File: src/rtl/vga_plot_arbiter.sv
// ============================================================================
// vga_plot_arbiter
// ----------------------------------------------------------------------------
// Shares the single pixel-plot port between N_REQ drawing engines (screen
// clear, maze renderer, sprite renderer, ...). Requests are served in strict
// round-robin order. Each granted pixel produces a one-cycle ack to its
// requester. In-range pixels also produce a one-cycle plot strobe, followed
// by PLOT_GAP forced idle cycles. Out-of-range pixels are acked and dropped
// without a gap.
//
// Parameters:
//   N_REQ     number of requesters (2..8)
//   H_RES     visible width;  x >= H_RES is dropped
//   V_RES     visible height; y >= V_RES is dropped
//   PLOT_GAP  idle cycles after each issued plot (0..15)
//
// Ports:
//   CLOCK_50   in   system clock
//   reset      in   synchronous, active-high reset
//   req        in   [N_REQ]     per-requester level request
//   req_x      in   [N_REQ*10]  packed x, requester i at [10i+9:10i]
//   req_y      in   [N_REQ*9]   packed y, requester i at [9i+8:9i]
//   req_color  in   [N_REQ*24]  packed RGB888, requester i at [24i+23:24i]
//   ack        out  [N_REQ]     one-hot pulse, request i consumed
//   plot       out  1           one-cycle write strobe
//   VGA_X      out  10          registered pixel x
//   VGA_Y      out  9           registered pixel y
//   VGA_COLOR  out  24          registered pixel colour
//   busy       out  1           high while issuing or in the gap
//
// Optional feature (macro VGA_PLOT_ARB_STATS_EN):
//   drop_count out 16  out-of-range pixels acked, saturating
//   plot_count out 24  plot pulses issued, wrapping
// ============================================================================
module vga_plot_arbiter #(
    parameter int N_REQ    = 3,
    parameter int H_RES    = 640,
    parameter int V_RES    = 480,
    parameter int PLOT_GAP = 2
) (
    input  logic                CLOCK_50,
    input  logic                reset,
    input  logic [N_REQ-1:0]    req,
    input  logic [N_REQ*10-1:0] req_x,
    input  logic [N_REQ*9-1:0]  req_y,
    input  logic [N_REQ*24-1:0] req_color,
    output logic [N_REQ-1:0]    ack,
    output logic                plot,
    output logic [9:0]          VGA_X,
    output logic [8:0]          VGA_Y,
    output logic [23:0]         VGA_COLOR,
    output logic                busy
`ifdef VGA_PLOT_ARB_STATS_EN
    ,
    output logic [15:0]         drop_count,
    output logic [23:0]         plot_count
`endif
);

    localparam int GW = $clog2(N_REQ);

    typedef enum logic [1:0] {
        IDLE  = 2'd0,
        ISSUE = 2'd1,
        GAP   = 2'd2
    } state_t;

    state_t          state;
    logic [GW-1:0]   last_grant;
    logic [3:0]      gap_cnt;
    logic            cap_ok;      // pixel currently in ISSUE was in range

    // Round-robin search: first set request strictly after last_grant.
    logic            win_found;
    logic [GW-1:0]   win_idx;
    logic [9:0]      win_x;
    logic [8:0]      win_y;
    logic [23:0]     win_color;
    logic            win_in_range;
    int              cand;

    // NOTE: every variable written here gets a default before any condition,
    // so no path leaves it unassigned and no latch is inferred.
    always_comb begin
        win_found = 1'b0;
        win_idx   = last_grant;
        cand      = 0;
        for (int i = 1; i <= N_REQ; i++) begin
            cand = int'(last_grant) + i;
            if (cand >= N_REQ)
                cand = cand - N_REQ;
            if (!win_found && req[cand[GW-1:0]]) begin
                win_found = 1'b1;
                win_idx   = cand[GW-1:0];
            end
        end
        win_x        = req_x[int'(win_idx)*10 +: 10];
        win_y        = req_y[int'(win_idx)*9 +: 9];
        win_color    = req_color[int'(win_idx)*24 +: 24];
        win_in_range = (int'(win_x) < H_RES) && (int'(win_y) < V_RES);
    end

    // NOTE: sequential state uses non-blocking assignments so every register
    // samples pre-edge values regardless of statement order.
    always_ff @(posedge CLOCK_50) begin
        if (reset) begin
            state      <= IDLE;
            last_grant <= GW'(N_REQ - 1);
            gap_cnt    <= '0;
            cap_ok     <= 1'b0;
            ack        <= '0;
            plot       <= 1'b0;
            VGA_X      <= '0;
            VGA_Y      <= '0;
            VGA_COLOR  <= '0;
            busy       <= 1'b0;
        end else begin
            case (state)
                IDLE: begin
                    if (win_found) begin
                        ack        <= N_REQ'(1) << win_idx;
                        last_grant <= win_idx;
                        cap_ok     <= win_in_range;
                        // Pixel registers change only together with a plot
                        // pulse, so a dropped pixel leaves them untouched.
                        if (win_in_range) begin
                            plot      <= 1'b1;
                            VGA_X     <= win_x;
                            VGA_Y     <= win_y;
                            VGA_COLOR <= win_color;
                        end
                        state <= ISSUE;
                        busy  <= 1'b1;
                    end
                end

                ISSUE: begin
                    ack  <= '0;
                    plot <= 1'b0;
                    if (cap_ok && (PLOT_GAP > 0)) begin
                        state   <= GAP;
                        gap_cnt <= 4'(PLOT_GAP);
                        busy    <= 1'b1;
                    end else begin
                        state <= IDLE;
                        busy  <= 1'b0;
                    end
                end

                GAP: begin
                    // Gap lasts exactly PLOT_GAP cycles: leave on the cycle
                    // the counter shows 1.
                    if (gap_cnt <= 4'd1) begin
                        state <= IDLE;
                        busy  <= 1'b0;
                    end else begin
                        gap_cnt <= gap_cnt - 4'd1;
                    end
                end

                default: begin
                    state <= IDLE;
                    ack   <= '0;
                    plot  <= 1'b0;
                    busy  <= 1'b0;
                end
            endcase
        end
    end

`ifdef VGA_PLOT_ARB_STATS_EN
    always_ff @(posedge CLOCK_50) begin
        if (reset) begin
            drop_count <= '0;
            plot_count <= '0;
        end else if (state == ISSUE) begin
            if (cap_ok)
                plot_count <= plot_count + 24'd1;
            else if (drop_count != 16'hFFFF)
                drop_count <= drop_count + 16'd1;
        end
    end
`endif

endmodule

File: config.mk
export PLATFORM = sky130hd
export DESIGN_NAME = vga_plot_arbiter
export DESIGN_NICKNAME = d
export VERILOG_FILES = /design/src/rtl/vga_plot_arbiter.sv
export SDC_FILE = /design/constraint.sdc
export NUM_CORES = 1
export LEC_CHECK = 0
export ABC_AREA = 0
export BUFFER_PORTS_ARGS = -buffer_cell sky130_fd_sc_hd__buf_4
export CAP_MARGIN = 20
export CORE_MARGIN = 10
export CORE_UTILIZATION = 50
export CTS_BUF_LIST = sky130_fd_sc_hd__clkbuf_16
export CTS_CLUSTER_DIAMETER = 40
export DETAILED_ROUTE_END_ITERATION = 8
export HOLD_SLACK_MARGIN = 0.06
export PLACE_DENSITY_LB_ADDON = 0.1
export SETUP_SLACK_MARGIN = 0.05
export SKIP_LAST_GASP = 1
export SLEW_MARGIN = 0
export SYNTH_ARGS = -nofsm -noshare
export SYNTH_HDL_FRONTEND = slang
export SYNTH_SLANG_ARGS = --single-unit
export TNS_END_PERCENT = 10
File: constraint.sdc
create_clock -name CLOCK_50 -period 8.4 [get_ports CLOCK_50]
set_clock_uncertainty 0.1 [all_clocks]
set_input_delay 0 -clock CLOCK_50 [delete_from_list [all_inputs] [get_ports CLOCK_50]]
set_output_delay 0 -clock CLOCK_50 [all_outputs]
set_load 0.01 [all_outputs]
Word-level counts from Yosys, hierarchy flattened --
Index checks and enable logic that the tools add are counted.
Cells by class: mux-type cells 31, equal/unequal tests 7, $mul 3, reduce and logical (&&, ||, !) cells 13, divide/modulo/power cells 0, bitwise operators 1, shifts and indexed selects 4, order comparisons 9, add/sub/neg operators 7
Operators with widths (count):
- $shiftx 72x8->24 | 1
- $shiftx 30x7->10 | 1
- $shiftx 27x7->9 | 1
- $mux 2 | 9
- $mux 1 | 11
- $lt 10x10->1 const B | 1
- $ne 2x2->1 const B | 5
- $ge 3x2->1 const B | 3
- $lt 2x3->1 const B | 3
- $lt 9x9->1 const B | 1
- $reduce_and 3->1 | 3
- $mux 4 | 2
- $pmux 4 s2 | 1
- $add 2x2->3 const B | 2
- $bmux 1 s2 | 3
- $mul 2x4->6 const B | 1
- $pmux 2 s3 | 1
- $pmux 3 s2 | 1
- $reduce_and 2->1 | 3
- $sub 2x2->2 const B | 3
- $mul 2x3->5 const B | 1
- $le 4x1->1 const B | 1
- $mul 2x2->4 const B | 1
- $sub 4x1->4 const B | 1
- other kinds (12) | 15
Word-level totals: memory bits (read-only) 0, RAM bits 0, input bits 134, register bits 57, memories 0, bits in latches 0

Logic depth before layout (Yosys ltp) --
Gate-level depths: netlist (run 1).
depth after elaboration 19, depth in mapped cells 12, mapped depth without buffers 9

Worst setup path before layout (run 1) --
No wires, ideal clock.
path type register to register, start register last_grant[0], end register VGA_COLOR[0], setup time 0.132 ns, required time 8.168 ns, slack 5.489 ns, data arrival time 2.679 ns, period minus slack after synthesis 2.911 ns, stages on the path, launching flop included 11, path through dfxtp_1 inv_1 ha_1 nor3b_1 o21ai_1 a31oi_2 mux2_2 o22a_4 buf_6 a311oi_2 nor3_1
On the way: longest elaborated chain between the ends 17
Ends and longest elaborated chain:
- from (decl) | line 69 | logic [GW-1:0] last_grant;
- from (signal assigned) | line 108 | last_grant <= GW'(N_REQ - 1);
- from (signal assigned) | line 122 | last_grant <= win_idx;
- $add 2x1->3 | line 89 | cand = int'(last_grant) + i;
- $ge 3x2->1 or $sub 2x2->2 (tied branches) | line 90, 91
- $mux 2 | line 90 | if (cand >= N_REQ)
- $bmux 1 s2 | line 92 | if (!win_found && req[cand[GW-1:0]]) begin
- $mux 1 (not written as such) | line 92
- $mux 1 | line 92
- $logic_not 1->1 | line 92
- $logic_and 1x1->1 | line 92
- $mux 1 | line 92
- $logic_not 1->1 | line 92
- $logic_and 1x1->1 | line 92
- $mux 2 | line 92
- $mul 2x4->6 or $mul 2x3->5 (tied branches) | line 98, 97
- $shiftx 27x7->9 or $shiftx 30x7->10 (tied branches) | line 98, 97
- $lt 9x9->1 or $lt 10x10->1 (tied branches) | line 100 | win_in_range = (int'(win_x) < H_RES) && (int'(win_y) < V_RES);
- $logic_and 1x1->1 | line 100
- $reduce_and 3->1 (no line)
- to (signal assigned) | line 130 | VGA_COLOR <= win_color;
- to (decl) | line 51 | output logic [23:0] VGA_COLOR,
Several ways; a longest one is shown, not always the timed one. The select of a mux whose other input is x is not followed. A chain may end at the register's enable or synchronous reset.

Worst setup path in the final report (run 1) --
start register last_grant[0], end register VGA_X[9]
On the way: longest elaborated chain between the ends 17
Ends and longest elaborated chain:
- $add 2x1->3 | line 89
- $ge 3x2->1 or $sub 2x2->2 (tied branches) | line 90, 91
- $mux 2 | line 90
- $bmux 1 s2 | line 92
- $mux 1 (not written as such) | line 92
- $mux 1 | line 92
- $logic_not 1->1 | line 92
- $logic_and 1x1->1 | line 92
- $mux 1 | line 92
- $logic_not 1->1 | line 92
- $logic_and 1x1->1 | line 92
- $mux 2 | line 92
- $mul 2x4->6 or $mul 2x3->5 (tied branches) | line 98, 97
- $shiftx 27x7->9 or $shiftx 30x7->10 (tied branches) | line 98, 97
- $lt 9x9->1 or $lt 10x10->1 (tied branches) | line 100
- $logic_and 1x1->1 | line 100
- $reduce_and 3->1 (no line)
- to (signal assigned) | line 128 | VGA_X <= win_x;
- to (decl) | line 49 | output logic [9:0] VGA_X,
Several ways; a longest one is shown, not always the timed one. The select of a mux whose other input is x is not followed.

==> impl_metrics.env, run 1 <==
export IMPL_result_of_the_run="completed"
export IMPL_clock_sinks=57
export IMPL_place_congestion=0.864
export IMPL_final_cell_count_without_fillers=724
export IMPL_grt_first_pass_wirelength_um=20700
export IMPL_post_synthesis_sequential_area_ratio_pct=30.7
export IMPL_ys_warnings_count=0
export IMPL_post_synthesis_mean_instance_area_um2=8.87
export IMPL_timing_rr_end="VGA_X[9]$_SDFFE_PP0P_"
export IMPL_synth_main_ff_cell="sky130_fd_sc_hd__dfxtp_1"
export IMPL_port_buffer_count=181
export IMPL_num_io_pins=182
export IMPL_cts_tree="built"
export IMPL_switchingPower_uw=962
export IMPL_h_tree_lvl_count=3
export IMPL_critPathCaptureType="flop"
export IMPL_syn_num_nets=559
export IMPL_track_usage_pct=22.2
export IMPL_post_synth_instance_area_um2=3720
export IMPL_clock_tree_buffer_depth=2
export IMPL_worstSetupEndpoint="VGA_X[9]$_SDFFE_PP0P_"
export IMPL_met2_usage_pct=39.9
export IMPL_placed_cells=667
export IMPL_yosys_cell_types_count=53
export IMPL_worstReg2RegStart="last_grant[0]$_SDFFE_PP0P_"
export IMPL_max_cap_violations=0
export IMPL_yosys_register_bits=57
export IMPL_grt_antenna_before_repair=0
export IMPL_grt_start_max_net_pins=87
export IMPL_cts_root_buf="sky130_fd_sc_hd__clkbuf_16"
export IMPL_initial_standard_cell_utilization_of_the_core_pct=51.2
export IMPL_power_share_sequential_pct=19.5
export IMPL_routedWlPerCell_um=18.5
export IMPL_global_route_usage_met1_pct=22.1
export IMPL_yosysTopAreaCellShare_pct=30.7
export IMPL_timing_hold_violations_final=0
export IMPL_gr_total_overflow=0
export IMPL_antenna_cells=0
export IMPL_die_height_um=106
export IMPL_vias=4069
export IMPL_mostFrequentLayoutCell="sky130_fd_sc_hd__buf_4"
export IMPL_yosys_area_top_type="sky130_fd_sc_hd__dfxtp_1"
export IMPL_grt_util_met3_pct=9.00
export IMPL_cts_resized_gates=0
export IMPL_worstHoldPathType="in -> reg"
export IMPL_timing_final_setup_violations=0
export IMPL_cp_start_kind="flop"
export IMPL_post_synth_main_area_contributors="sky130_fd_sc_hd__dfxtp_1 (31%), sky130_fd_sc_hd__a311oi_2 (15%), sky130_fd_sc_hd__mux2i_1 (13%), sky130_fd_sc_hd__nor2_1 (9.8%), sky130_fd_sc_hd__nor3_1 (6.1%)"
export IMPL_cp_max_fo=86
export IMPL_overall_die_width_um=106
export IMPL_final_layout_size_suffix_gt1_share_pct=40.5
export IMPL_drtAntennaViolNets=0
export IMPL_slew_limit_headroom_pct=23.7
export IMPL_power_switching_share_pct=44.8
export IMPL_clk_insertion_delay_late_ps=320
export IMPL_detail_route_wirelength_um=13400
export IMPL_finalWorstPathRequiredPeriod_ps=4290
export IMPL_p_int_uw=1180
export IMPL_power_density_nw_per_um2=372
export IMPL_crit_required_ps=8500
export IMPL_timing_max_transition_violations_final=0
export IMPL_placement_rows=31
export IMPL_worst_setup_path_startpoint="last_grant[0]$_SDFFE_PP0P_"
export IMPL_reg2reg_setup_slack_ps=4110
export IMPL_die_area_um2=11300
export IMPL_syn_instance_count=419
export IMPL_viasPerCell=5.62
export IMPL_layout_utilization_pct=79.6
export IMPL_syn2layout_area_growth_pct=55.3
export IMPL_worstMarginPinSlew_ps=1140
export IMPL_first_global_vias=4215
export IMPL_gr_max_usage_layer="met2"
export IMPL_detailedPlacementHpwl_um=9280
export IMPL_max_freq_ghz=0.233
export IMPL_numCtsBuffers=9
export IMPL_finalSetupTns_ps=0
export IMPL_synth_edf_count=0
export IMPL_static_leakage_power_uw=0.00254
export IMPL_design_final_nets=760
export IMPL_grt_setup_unrepaired="no"
export IMPL_vdd_drop_max_mv=0.228
export IMPL_layout_worst_path_cycle_share_pct=51.1
export IMPL_drc=0
export IMPL_comb_power_share_pct=62.7
export IMPL_layout_common_cells="sky130_fd_sc_hd__buf_4 (182), sky130_fd_sc_hd__nor2_1 (97), sky130_fd_sc_hd__dfxtp_1 (57), sky130_fd_sc_hd__mux2i_1 (50), sky130_fd_sc_hd__nor3_1 (45)"
export IMPL_arrival_ps=4390
export IMPL_worstSetupPathType="reg -> reg"
export IMPL_timing_reg2reg_worst_path_depth=10
export IMPL_floorplan_core_area_um2=7250
export IMPL_clkTransAtPathRegs_ps=50
export IMPL_synth_async_reset_ratio_pct=0
export IMPL_firstDrtPassIters=4
export IMPL_drt_initial_drc_count=121
export IMPL_power_share_clock_pct=17.8
[routing by layer]
layer,up-vias,share of wire (%)
met3,37,9.7
li1,1943,-
met4,0,3.1
met2,179,50
met1,1910,37
met5,-,0
[logic make-up (layout without fill, tap and decap cells)]
kind of cell               after synthesis  count (layout)  synth area share (%)
xor gates and xnor gates                 2               2                 0.471
adders and majority gates                6               6                  2.02
buffers and inverters                   43             249                  6.30
muxes                                   54              54                  14.7
DFF                                     57              57                  30.7
AOI/OAI and AO/OA                       83              83                  25.2
and+or+nand+nor                        174             174                  20.6
[layout make-up]
cell class	instances	area [um^2]
clock inverter	7	86.3
tap	99	124
clock buffer	9	225
sequential	57	1140
timing repair buffer	224	1800
inverter	9	33.8
multi-input combinational	319	2360
fill	490	1480
[power groups by stage]
stage | Sequential [uW] | Clock [uW] | Combinational (uW)
3_3_place_gp | 420 | 0 | 1270
4_1_cts | 418 | 385 | 1350
6_report | 419 | 382 | 1350
3_5_place_dp | 422 | 0 | 1320
5_1_grt | 429 | 399 | 1460
2_1_floorplan | 447 | 0 | 988
[through the flow]
stage / hold slack [ps] / instance area [um^2] / total power (uW) / worst slack [ps]
2_1_floorplan: 74.4 / 3720 / 1440 / 5490
3_3_place_gp: 238 / 5030 / 1690 / 4880
3_5_place_dp: 255 / 5050 / 1740 / 4710
4_1_cts: 61.3 / 5770 / 2150 / 4180
5_1_grt: 85.3 / 5770 / 2290 / 3920
6_report: 57.4 / 5770 / 2150 / 4110
[worst min path at each step]
stage / startpoint / to / slack (ps) / depth (start not counted)
5_1_grt: reset / last_grant[0]$_SDFFE_PP0P_ / 90 / 2
3_5_place_dp: req_color[63] / VGA_COLOR[15]$_SDFFE_PP0P_ / 250 / 3
6_report: req_y[1] / VGA_Y[1]$_SDFFE_PP0P_ / 60 / 5
4_1_cts: req_y[1] / VGA_Y[1]$_SDFFE_PP0P_ / 60 / 5
2_1_floorplan: reset / gap_cnt[3]$_SDFFE_PP0P_ / 70 / 2
3_3_place_gp: req_color[64] / VGA_COLOR[16]$_SDFFE_PP0P_ / 240 / 3
[synthesized netlist by cell type, types with 2 or more instances]
library cell and number:
sky130_fd_sc_hd__a211oi_1 4, sky130_fd_sc_hd__a21o_1 4, sky130_fd_sc_hd__a21oi_1 7, sky130_fd_sc_hd__a22o_1 2, sky130_fd_sc_hd__a311oi_2 38, sky130_fd_sc_hd__a31oi_1 3
sky130_fd_sc_hd__and2_1 2, sky130_fd_sc_hd__buf_1 2, sky130_fd_sc_hd__buf_2 7, sky130_fd_sc_hd__buf_4 5, sky130_fd_sc_hd__buf_6 6, sky130_fd_sc_hd__clkbuf_1 14
sky130_fd_sc_hd__dfxtp_1 57, sky130_fd_sc_hd__ha_1 6, sky130_fd_sc_hd__inv_1 9, sky130_fd_sc_hd__mux2_2 4, sky130_fd_sc_hd__mux2i_1 50, sky130_fd_sc_hd__nand2_1 13
sky130_fd_sc_hd__nand2b_1 2, sky130_fd_sc_hd__nand3_1 2, sky130_fd_sc_hd__nand4_1 2, sky130_fd_sc_hd__nor2_1 97, sky130_fd_sc_hd__nor2b_1 2, sky130_fd_sc_hd__nor3_1 45
sky130_fd_sc_hd__nor3b_1 2, sky130_fd_sc_hd__o21ai_0 4, sky130_fd_sc_hd__o221a_2 3, sky130_fd_sc_hd__o31a_1 2
[sequential cells by signal, indices dropped and copies added, names as in the netlist]
name / count
VGA_COLOR: 24
VGA_X: 10
VGA_Y: 9
gap_cnt: 4
ack: 3
last_grant: 2
state: 2
busy: 1
cap_ok: 1
plot: 1
[critical path, cell delays in order, from the launching register on]
cell	delay, ps
sky130_fd_sc_hd__dfxtp_1	470
sky130_fd_sc_hd__inv_1	160
sky130_fd_sc_hd__ha_1	600
sky130_fd_sc_hd__nor4bb_1	370
sky130_fd_sc_hd__a22o_1	220
sky130_fd_sc_hd__o211ai_2	160
sky130_fd_sc_hd__nand2_4	810
sky130_fd_sc_hd__mux2i_1	260
sky130_fd_sc_hd__dlygate4sd3_1	580
sky130_fd_sc_hd__nor2_1	50
sky130_fd_sc_hd__o31a_1	300
[timing repair]
action / CTS / global route
hold endpoints to repair: 40 / 0
hold buffers: 41 / 0
buffers inserted: 0 / 0
Note: power is estimated with default switching activity, not from simulation.
==> inputs of run 2 (changes only) <==
--- a/config.mk
+++ b/config.mk
@@ -9,7 +9,7 @@
 export BUFFER_PORTS_ARGS = -buffer_cell sky130_fd_sc_hd__buf_4
 export CAP_MARGIN = 20
 export CORE_MARGIN = 10
-export CORE_UTILIZATION = 50
+export CORE_UTILIZATION = 42
 export CTS_BUF_LIST = sky130_fd_sc_hd__clkbuf_16
 export CTS_CLUSTER_DIAMETER = 40
 export DETAILED_ROUTE_END_ITERATION = 8
==> constraint.sdc (replaced) <==
create_clock -name CLOCK_50 -period 3.9 [get_ports CLOCK_50]
set_clock_uncertainty 0.1 [all_clocks]
set_input_delay 0 -clock CLOCK_50 [delete_from_list [all_inputs] [get_ports CLOCK_50]]
set_output_delay 0 -clock CLOCK_50 [all_outputs]
set_load 0.01 [all_outputs]
==> impl_metrics.env, run 2 (same netlist as run 1, synthesis figures left out) <==
export IMPL_port_buffer_count=181
export IMPL_number_of_flip_flops_under_the_largest_register_name=24
export IMPL_drt_initial_drc_count=176
export IMPL_place_congestion=0.859
export IMPL_gr_total_overflow=0
export IMPL_cts_tree="built"
export IMPL_grt_first_pass_wirelength_um=20200
export IMPL_final_total_pwr_uw=4610
export IMPL_critPathCaptureType="flop"
export IMPL_final_layout_size_suffix_gt1_share_pct=40.9
export IMPL_placed_cells=680
export IMPL_slowest_stage="sky130_fd_sc_hd__dlygate4sd3_1"
export IMPL_cts_setup_buffers=0
export IMPL_antenna_cells=0
export IMPL_finalSetupTns_ps=0
export IMPL_routedWlPerCell_um=17.8
export IMPL_vdd_drop_max_mv=0.390
export IMPL_max_freq_ghz=0.274
export IMPL_cts_root_buf="sky130_fd_sc_hd__clkbuf_16"
export IMPL_grt_setup_unrepaired="yes"
export IMPL_final_cell_count_without_fillers=739
export IMPL_track_usage_pct=18.7
export IMPL_detailedPlacementHpwl_um=9230
export IMPL_leading_registers_by_flop_count="VGA_COLOR x24, VGA_X x10, VGA_Y x9"
export IMPL_mostFrequentLayoutCell="sky130_fd_sc_hd__buf_4"
export IMPL_grt_antenna_before_repair=0
export IMPL_timing_max_transition_violations_final=0
export IMPL_clock_sinks=57
export IMPL_h_tree_lvl_count=3
export IMPL_worstSetupPathType="reg -> reg"
export IMPL_numCtsBuffers=9
export IMPL_vias=3921
export IMPL_clkTransAtPathRegs_ps=50
export IMPL_layout_worst_path_cycle_share_pct=93.7
export IMPL_design_final_nets=767
export IMPL_first_global_vias=3981
export IMPL_finalWorstPathRequiredPeriod_ps=3660
export IMPL_firstDrtPassIters=4
export IMPL_max_cap_violations=0
export IMPL_result_of_the_run="completed"
export IMPL_placement_rows=34
export IMPL_final_fill_count=736
export IMPL_layout_common_cells="sky130_fd_sc_hd__buf_4 (183), sky130_fd_sc_hd__nor2_1 (97), sky130_fd_sc_hd__dfxtp_1 (57), sky130_fd_sc_hd__mux2i_1 (50), sky130_fd_sc_hd__nor3_1 (45)"
export IMPL_drc=0
export IMPL_reg2reg_setup_slack_ps=240
export IMPL_floorplan_core_area_um2=8680
export IMPL_path_cells="inv_1 -> ha_1 -> nor3b_1 -> o21ai_1 -> a31oi_4 -> buf_12 -> mux2i_1 -> dlygate4sd3_1 -> nor2_1 -> a311oi_1 -> nor3_1"
export IMPL_cp_start_kind="flop"
export IMPL_drtAntennaViolNets=0
export IMPL_timing_final_setup_violations=0
export IMPL_num_io_pins=182
export IMPL_overall_die_width_um=114
export IMPL_timing_hold_violations_final=0
export IMPL_viasPerCell=5.31
export IMPL_initial_standard_cell_utilization_of_the_core_pct=42.8
export IMPL_placed_area_um2=5130
export IMPL_place_worst_setup_slack_ps=462
export IMPL_largest_register="VGA_COLOR"
export IMPL_slew_limit_headroom_pct=47.9
export IMPL_die_area_um2=13000
export IMPL_detail_route_wirelength_um=13200
export IMPL_cp_max_fo=25
export IMPL_clock_tree_buffer_depth=2
export IMPL_stdcell_area_um2=5850
export IMPL_critical_path_max_stage_delay_ps=560
export IMPL_syn2layout_area_growth_pct=57.4
export IMPL_static_leakage_power_uw=0.00257
export IMPL_clk_insertion_delay_late_ps=320
export IMPL_crit_required_ps=3980
export IMPL_die_height_um=114
export IMPL_power_density_nw_per_um2=788
export IMPL_worstMarginPinSlew_ps=781
export IMPL_grt_start_max_net_pins=57
export IMPL_arrival_ps=3730
export IMPL_setup_slack_ps=244
export IMPL_worstHoldPathType="in -> reg"
run 2: report_power, final:
part           switching, uW  internal, uW
Combinational           1710          1320
Clock                    264           415
Sequential               114           784
run 2: metrics by stage:
step,hold slack [ps],util [%]
2_1_floorplan,74.4,-
3_3_place_gp,232,59.1
3_5_place_dp,248,59.1
4_1_cts,65.0,67.0
5_1_grt,95.3,67.4
6_report,55.1,67.4
run 2: routing by layer:
metal	share of wire [%]	global-route usage [%]	routed length [um]
met1	41	21.0	5370
met2	49	32.5	6420
met3	9.3	7.23	1230
met4	1.1	4.34	150
met5	0	0	0
run 2: cell type report:
class | count | area, um^2 | share of cell area (%)
multi-input cells | 319 | 2380 | 40.7
repair buffers | 231 | 1910 | 32.6
well taps | 108 | 135 | 2.31
inverters | 9 | 33.8 | 0.577
clock buffers | 9 | 225 | 3.85
flip-flops and latches | 57 | 1140 | 19.5
clock inverters | 6 | 27.5 | 0.470
run 2: final timing paths:
kind / from / to / depth (start not counted)
max: last_grant[0]$_SDFFE_PP0P_ / VGA_Y[1]$_SDFFE_PP0P_ / 11
max reg2reg: last_grant[0]$_SDFFE_PP0P_ / VGA_Y[1]$_SDFFE_PP0P_ / 11
min reg2reg: cap_ok$_SDFFE_PP0P_ / cap_ok$_SDFFE_PP0P_ / 2
min: reset / state[1]$_SDFFE_PP0P_ / 2
run 2: worst max-delay path: cells and delay by family (launching register included):
| kind | cells | cell delay (ps) |
|---|---|---|
| buffers and inverters | 3 | 980 |
| DFF | 1 | 470 |
| muxes | 1 | 210 |
| and+or+nand+nor | 3 | 490 |
| AOI/OAI and AO/OA | 3 | 750 |
| adders and majority gates | 1 | 500 |
run 2: repair_timing:
item | 4_1_cts | 5_1_grt
hold endpoints to repair | 40 | 0
gates resized for setup | 0 | 2
endpoints found under the setup margin | 0 | 2
hold buffers | 43 | 0
==> inputs of run 3 (changes only) <==
--- a/config.mk
+++ b/config.mk
@@ -8,7 +8,7 @@
 export ABC_AREA = 0
 export BUFFER_PORTS_ARGS = -buffer_cell sky130_fd_sc_hd__buf_4
 export CAP_MARGIN = 20
-export CORE_MARGIN = 10
+export CORE_MARGIN = 3
 export CORE_UTILIZATION = 42
 export CTS_BUF_LIST = sky130_fd_sc_hd__clkbuf_16
 export CTS_CLUSTER_DIAMETER = 40
==> impl_metrics.env, run 3 (same netlist as run 1, synthesis figures left out) <==
export IMPL_layout_worst_path_cycle_share_pct=91.9
export IMPL_first_global_vias=3819
export IMPL_result_of_the_run="completed"
export IMPL_met2_usage_pct=40.0
export IMPL_detailedPlacementHpwl_um=8280
export IMPL_floorplan_core_area_um2=8420
export IMPL_h_tree_lvl_count=3
export IMPL_max_cap_violations=0
export IMPL_arrival_ps=3660
export IMPL_placement_rows=33
export IMPL_design_final_nets=769
export IMPL_drt_initial_drc_count=198
export IMPL_timing_hold_violations_final=0
export IMPL_timing_max_transition_violations_final=0
export IMPL_final_layout_size_suffix_gt1_share_pct=41.3
export IMPL_detail_route_wirelength_um=11900
export IMPL_initial_standard_cell_utilization_of_the_core_pct=44.1
export IMPL_layout_utilization_pct=69.8
export IMPL_number_of_flip_flops_under_the_largest_register_name=24
export IMPL_clock_sinks=57
export IMPL_drc=0
export IMPL_finalWorstPathRequiredPeriod_ps=3590
export IMPL_cts_tree="built"
export IMPL_global_route_usage_met1_pct=27.0
export IMPL_die_height_um=100
export IMPL_clock_tree_buffer_depth=2
export IMPL_die_area_um2=10000
export IMPL_vdd_drop_max_mv=0.387
export IMPL_numCtsBuffers=9
export IMPL_firstDrtPassIters=4
export IMPL_place_congestion=0.790
export IMPL_grt_util_met3_pct=6.18
export IMPL_grt_antenna_before_repair=0
export IMPL_timing_reg2reg_worst_path_depth=11
export IMPL_layout_common_cells="sky130_fd_sc_hd__buf_4 (188), sky130_fd_sc_hd__nor2_1 (97), sky130_fd_sc_hd__dfxtp_1 (57), sky130_fd_sc_hd__mux2i_1 (50), sky130_fd_sc_hd__nor3_1 (45)"
export IMPL_cp_max_fo=25
export IMPL_timing_final_setup_violations=0
export IMPL_drtAntennaViolNets=0
export IMPL_viasPerCell=5.32
export IMPL_power_density_nw_per_um2=801
export IMPL_worstSetupPathType="reg -> reg"
export IMPL_num_io_pins=182
export IMPL_grt_setup_unrepaired="no"
export IMPL_slew_limit_headroom_pct=53.6
export IMPL_gr_total_overflow=0
export IMPL_p_int_uw=2640
export IMPL_worstMarginPinSlew_ps=697
export IMPL_syn2layout_area_growth_pct=58.2
export IMPL_port_buffer_count=181
export IMPL_switchingPower_uw=2070
export IMPL_grt_start_max_net_pins=57
export IMPL_cp_start_kind="flop"
export IMPL_hold_path_depth=2
export IMPL_routedWlPerCell_um=16.1
export IMPL_gr_max_usage_layer="met2"
export IMPL_finalSetupTns_ps=0
export IMPL_power_share_clock_pct=17.4
export IMPL_stdcell_area_um2=5880
export IMPL_mostFrequentLayoutCell="sky130_fd_sc_hd__buf_4"
export IMPL_power_switching_share_pct=44.0
export IMPL_track_usage_pct=22.5
export IMPL_placed_area_um2=5120
export IMPL_cts_root_buf="sky130_fd_sc_hd__clkbuf_16"
export IMPL_static_leakage_power_uw=0.00259
export IMPL_antenna_cells=0
export IMPL_grt_first_pass_wirelength_um=18300
export IMPL_clk_insertion_delay_late_ps=320
export IMPL_power_share_sequential_pct=19.1
export IMPL_clkTransAtPathRegs_ps=50
export IMPL_critPathCaptureType="flop"
export IMPL_worstHoldPathType="in -> reg"
export IMPL_max_freq_ghz=0.279
export IMPL_leading_registers_by_flop_count="VGA_COLOR x24, VGA_X x10, VGA_Y x9"
export IMPL_largest_register="VGA_COLOR"
export IMPL_comb_power_share_pct=63.5
export IMPL_crit_required_ps=3980
export IMPL_vias=3932
export IMPL_overall_die_width_um=100
## run 3: cell count changes in the layout (fill, tap and decap cells not counted), moves of 2 or more
cell / before / now
sky130_fd_sc_hd__clkinv_2: 4 / 2
sky130_fd_sc_hd__buf_4: 183 / 188
sky130_fd_sc_hd__buf_12: 4 / 2
sky130_fd_sc_hd__bufinv_16: 0 / 2
## run 3: timing repair
item | in CTS | in global routing
hold endpoints to repair | 39 | 0
hold buffers | 42 | 0
setup endpoints to repair | 0 | 2
gates resized for setup | 0 | 1
setup buffers | 0 | 0
## run 3: power by group through the flow
stage	combinational, uW	sequential, uW	clock, uW
finish	2990	900	822
global route	3270	925	870
CTS	2960	902	835
detailed placement	2910	911	0
global placement	2850	904	0
floorplan	2130	962	0
## run 3: area by class of cell
type / instances / area, um^2
clock buffer: 9 / 225
clock inverter: 7 / 86.3
fill: 666 / 2540
inverter: 9 / 33.8
multi-input combinational: 319 / 2370
sequential: 57 / 1140
tap: 105 / 131
timing repair buffer: 233 / 1900
## run 3: through the flow
| step | power, uW | instances | hold WS [ps] | worst slack [ps] |
|---|---|---|---|---|
| final | 4710 | 739 | 67.3 | 315 |
| after global routing | 5070 | 739 | 88.6 | 59.0 |
| after CTS | 4700 | 738 | 66.9 | 197 |
| after detailed placement | 3820 | 680 | 254 | 398 |
| after global placement | 3760 | 680 | 231 | 593 |
| after floorplan | 3090 | 419 | 74.4 | 989 |
## run 3: critical path, stage by stage, from the launching register on
cell	delay (ps)
sky130_fd_sc_hd__dfxtp_1	480
sky130_fd_sc_hd__inv_1	170
sky130_fd_sc_hd__ha_2	420
sky130_fd_sc_hd__nor3b_1	370
sky130_fd_sc_hd__o21ai_1	220
sky130_fd_sc_hd__a31oi_4	290
sky130_fd_sc_hd__buf_12	250
sky130_fd_sc_hd__mux2i_1	200
sky130_fd_sc_hd__dlygate4sd3_1	560
sky130_fd_sc_hd__nor2_1	40
sky130_fd_sc_hd__a311oi_1	270
sky130_fd_sc_hd__nor3_1	80
## run 3: per-layer routing
layer | part of all wire [%] | vias up
li1 | - | 1961
met1 | 41 | 1825
met2 | 50 | 138
met3 | 7.3 | 8
met4 | 1.1 | 0
met5 | 0 | -
## run 3: path summary, 6_finish.rpt
| check | start | to | slack (ps) |
|---|---|---|---|
| min | reset | state[1]$_SDFFE_PP0P_ | 70 |
| max | last_grant[0]$_SDFFE_PP0P_ | VGA_Y[1]$_SDFFE_PP0P_ | 310 |
| max reg2reg | last_grant[0]$_SDFFE_PP0P_ | VGA_Y[1]$_SDFFE_PP0P_ | 310 |
| min reg2reg | cap_ok$_SDFFE_PP0P_ | cap_ok$_SDFFE_PP0P_ | 360 |
